## src/rtl/fetch_unit.sv

```systemverilog
// rtl/fetch_unit.sv - instruction fetch stage with prefetch queue and redirect flush
module fetch_unit #(
    parameter int PC_W  = 9,
    parameter int INS_W = 32,
    parameter int DEPTH = 4
) (
    input  logic             clk,
    input  logic             reset,
    output logic             imem_req,
    output logic [PC_W-1:0]  imem_addr,
    input  logic             imem_gnt,
    input  logic             imem_rvalid,
    input  logic [INS_W-1:0] imem_rdata,
    input  logic             redirect,
    input  logic [PC_W-1:0]  redirect_pc,
    output logic             instr_valid,
    output logic [INS_W-1:0] instr,
    output logic [PC_W-1:0]  instr_pc,
    input  logic             instr_ready
);

    localparam int AW = $clog2(DEPTH);
    localparam int CW = $clog2(DEPTH + 1);

    logic [PC_W-1:0]  fpc;
    logic [CW-1:0]    occ, outst, discard, outst_nxt;
    logic [CW:0]      used;
    logic [AW-1:0]    qhead, qtail, phead, ptail;
    logic [INS_W-1:0] qins [DEPTH];
    logic [PC_W-1:0]  qpc  [DEPTH];
    logic [PC_W-1:0]  ppc  [DEPTH];
    logic             grant, drop, push, pop;
    logic             unused_rpc;

    assign unused_rpc = ^redirect_pc[1:0];

    // A queue slot is reserved at grant time, so occ+outst bounds both structures.
    always_comb begin
        used      = {1'b0, occ} + {1'b0, outst};
        imem_req  = !reset && (used < (CW+1)'(DEPTH));
        imem_addr = fpc;
        grant     = imem_req && imem_gnt;
        drop      = imem_rvalid && (discard != '0);
        push      = imem_rvalid && !drop && !redirect;
        pop       = instr_valid && instr_ready && !redirect;
        outst_nxt = outst + CW'(grant) - CW'(imem_rvalid);
    end

    assign instr_valid = (occ != '0);
    assign instr       = instr_valid ? qins[qhead] : '0;
    assign instr_pc    = instr_valid ? qpc[qhead]  : '0;

    always_ff @(posedge clk) begin
        if (grant) begin
            ppc[ptail] <= fpc;
        end
        if (push) begin
            qins[qtail] <= imem_rdata;
            qpc[qtail]  <= ppc[phead];
        end
    end

    always_ff @(posedge clk) begin
        if (reset) begin
            fpc     <= '0;
            occ     <= '0;
            outst   <= '0;
            discard <= '0;
            qhead   <= '0;
            qtail   <= '0;
            phead   <= '0;
            ptail   <= '0;
        end else begin
            if (grant) begin
                ptail <= ptail + AW'(1);
            end
            if (imem_rvalid) begin
                phead <= phead + AW'(1);
            end
            outst <= outst_nxt;
            // Everything still in flight after this cycle, including a same-cycle grant, is stale.
            if (redirect) begin
                fpc     <= {redirect_pc[PC_W-1:2], 2'b00};
                occ     <= '0;
                qhead   <= qtail;
                discard <= outst_nxt;
            end else begin
                if (grant) begin
                    fpc <= fpc + PC_W'(4);
                end
                if (push) begin
                    qtail <= qtail + AW'(1);
                end
                if (pop) begin
                    qhead <= qhead + AW'(1);
                end
                occ     <= occ + CW'(push) - CW'(pop);
                discard <= discard - CW'(drop);
            end
        end
    end

endmodule
```

## config.mk

```make
export PLATFORM = sky130hd
export DESIGN_NAME = fetch_unit
export DESIGN_NICKNAME = d
export VERILOG_FILES = /design/src/rtl/fetch_unit.sv
export SDC_FILE = /design/constraint.sdc
export NUM_CORES = 1
export LEC_CHECK = 0
export CAP_MARGIN = 20
export CORE_UTILIZATION = 28
export DETAILED_ROUTE_END_ITERATION = 10
export PLACE_DENSITY_LB_ADDON = 0.15
export SYNTH_ARGS = -nofsm -noshare
export SYNTH_HDL_FRONTEND = slang
export SYNTH_SLANG_ARGS = --single-unit
```

## constraint.sdc

```tcl
create_clock -name clk -period 9.3 [get_ports clk]
set_input_delay 2.79 -clock clk [delete_from_list [all_inputs] [get_ports clk]]
set_output_delay 2.79 -clock clk [all_outputs]
set_load 0.02 [all_outputs]
```

==> results.toml <==
[timing]
setup_tns_ns = 0
hold_viol_final = 0
fin_crit_ns = 7.68
min_period_over_period = 0.826
rsz0062_at_grt = "false"
tightest_slew_ns = 0.870
fmax_mhz = 130
drv_slew = 0
hold_ws_ns = 0.541
slew_headroom = 0.420
setup_viol = 0
finClkSkew_ns = 0.0188

[placement]
placed_cells = 916
numPortBuffers = 92
gp_congestion = 0.698
hpwl_um = 9660

[cts]
cts_max_level = 1
root_buffer = "clkbuf_16"
clock_sinks = 212
cts.repair.resized = 0
cts.clk_slew.worst_paths_ns = 0.06
clkLatencyLatePin_ns = 0.53
cts_hold_buf = 0
cts_made_buffers = 25
ctsLongestPathBuffers = 3
postCtsSetupBuffers = 0
cts_tree = "built"

[logic_synthesis]
yosysTopAreaCell = "edfxtp_1"
ys.flop_type = "edfxtp_1"
ys_seq_elements = 212
synth_edf_count = 184
syn_avg_cell_area_um2 = 18.7
ys_seq_area_frac = 0.724
syn_area_um2 = 8410
synthMostInstantiatedCell = "edfxtp_1"
synthTopCellsByCount = "edfxtp_1, mux4_2, nor2b_1, dfxtp_1, inv_1"
yosysWarnings = 0
synth_top_cell_area_share = 0.657
synthTopCellsByArea = "edfxtp_1, mux4_2, dfxtp_1"
syn_inst = 450
synthArstFlopShare = 0
netlist-cell-type-count = 38

[setup_path]
crit_fanout = 24
endpoint_kind = "output port"
cp_slowest_cell = "or4_1"
cp.required_ns = 6.51
path_depth = 5
startpoint_type = "input port"
critPathBufInv = 3
arrival_ns = 4.89
cpPeakStageDelay_ns = 0.67
critical_path_class = "in2out"
crit_chain = "clkdlybuf4s50_1 -> buf_4 -> or4_1 -> nor2_1 -> clkdlybuf4s50_1"
cpMostUsedCell = "clkdlybuf4s50_1"
cp_top_family = "buffers and inverters"
worstRegToRegCells = 12

[grt]
grt_usage = 0.114
grt_busiest_layer = "met2"
gr-usage-met2 = 0.191
grtUsageMet3 = 0.0227
antenna_found_initial = 0
met1_usage = 0.147
grt_pass1_wl_um = 26500
grt_max_degree = 41
grt_pass1_vias = 4598
grt_overflow = 0

[route]
vias = 4180
vias_per_cell = 4.35
wl_um = 17000
wl_per_cell_um = 17.6
drc = 0
drt_first_pass_iters = 4
ant_nets = 0
first_iter_violations = 222

[min_path]
hold_path_class = "reg2reg"
holdPathStages = 2

[floorplanning]
initial_core_util = 0.284
core.rowCount = 63
die_w_um = 175
io_pins = 99
die_y_um = 175
dieArea_um2 = 30700
coreArea_um2 = 29600

[power_and_ir_drop]
total_power_mw = 2.24
p_leak_nw = 3.41
powerDensity_nw_per_um2 = 213
ir_worst_vdd_v = 0.000122

[final_layout]
nets = 619
drive_gt1_frac = 0.177
area_delta_synth_final_pct = 25.1
finalNonFillerCells = 962

[status]
status = "completed"

[job]
cap_viol_max_count = 0
==> where the power goes <==
group,internal [mW],switching (mW)
clock,0.496,0.384
sequential,1.09,0.0334
combinational,0.124,0.117
==> registers in the layout, summed over array words and instances (netlist names), named ones only <==
name and count:
occ 3, ppc 28, ptail 2, imem_addr 7
qins 128, qhead 2, discard 3, qtail 2
outst 3, phead 2, qpc 28
==> worst reg2reg max path: stages (launching register included) <==
cell and delay, ns:
dfxtp_1 0.43, ha_1 0.26, or4_1 0.62, nor3b_4 0.52
inv_1 0.10, ha_1 0.28, inv_1 0.05, ha_1 0.13
inv_1 0.05, fa_1 0.38, xnor2_1 0.16, nor2_1 0.07
o22a_1 0.20
==> path summary, 6_finish.rpt <==
| path | start | endpoint | slack, ns |
|---|---|---|---|
| worst max-delay path | reset | imem_req | 1.62 |
| worst min-delay path | phead[0] | phead[0] | 0.54 |
| worst max register to register | occ[2] | discard[2] | 5.96 |
| worst min register to register | phead[0] | phead[0] | 0.54 |
==> cell usage in the layout (no fill, tap or decap), drive strengths merged, types with 5 or more instances in the layout <==
| cell | Yosys | routed |
|---|---|---|
| ha | 17 | 17 |
| clkbuf | 14 | 27 |
| nor2 | 15 | 15 |
| clkinv | 0 | 13 |
| edfxtp | 184 | 184 |
| a21oi | 7 | 7 |
| inv | 21 | 22 |
| buf | 13 | 8 |
| nor3 | 5 | 5 |
| xnor2 | 7 | 7 |
| dfxtp | 28 | 28 |
| xor2 | 8 | 8 |
| mux4 | 46 | 46 |
| and2 | 10 | 10 |
| o21a | 5 | 5 |
| nor2b | 42 | 42 |
| clkdlybuf4s50 | 0 | 92 |
==> final cells by class <==
class | count | area (um^2)
fill | 2803 | 19000
sequential | 212 | 6090
multi-input combinational | 193 | 2130
timing repair buffer | 100 | 981
clock buffer | 27 | 633
tap | 390 | 488
clock inverter | 18 | 115
inverter | 21 | 78.8
antenna | 1 | 2.50
==> cell families after synthesis <==
| group | count (synthesis) | synth area share |
|---|---|---|
| flops | 212 | 0.724 |
| simple gates | 86 | 0.0607 |
| mux | 48 | 0.126 |
| buf+inv | 48 | 0.0250 |
| compound gates | 21 | 0.0189 |
| fa+ha+maj | 19 | 0.0301 |
| xor+xnor | 15 | 0.0156 |
| other cells | 1 | 0.000446 |
==> metrics by stage <==
| stage | utilization | setup WS, ns | cell area [um^2] |
|---|---|---|---|
| final | 0.356 | 1.62 | 10500 |
| after global routing | 0.356 | 1.57 | 10500 |
| after CTS | 0.356 | 1.62 | 10500 |
| after detailed placement | 0.331 | 1.63 | 9770 |
| after global placement | 0.331 | 1.60 | 9770 |
| after floorplan | - | 2.77 | 8420 |
==> routing by layer <==
layer | up-vias | wire (um)
li1 | 1930 | -
met1 | 2124 | 7490
met2 | 98 | 8290
met3 | 28 | 735
met4 | 0 | 458
met5 | - | 0
No activity file was read; power rests on OpenSTA's default activity.
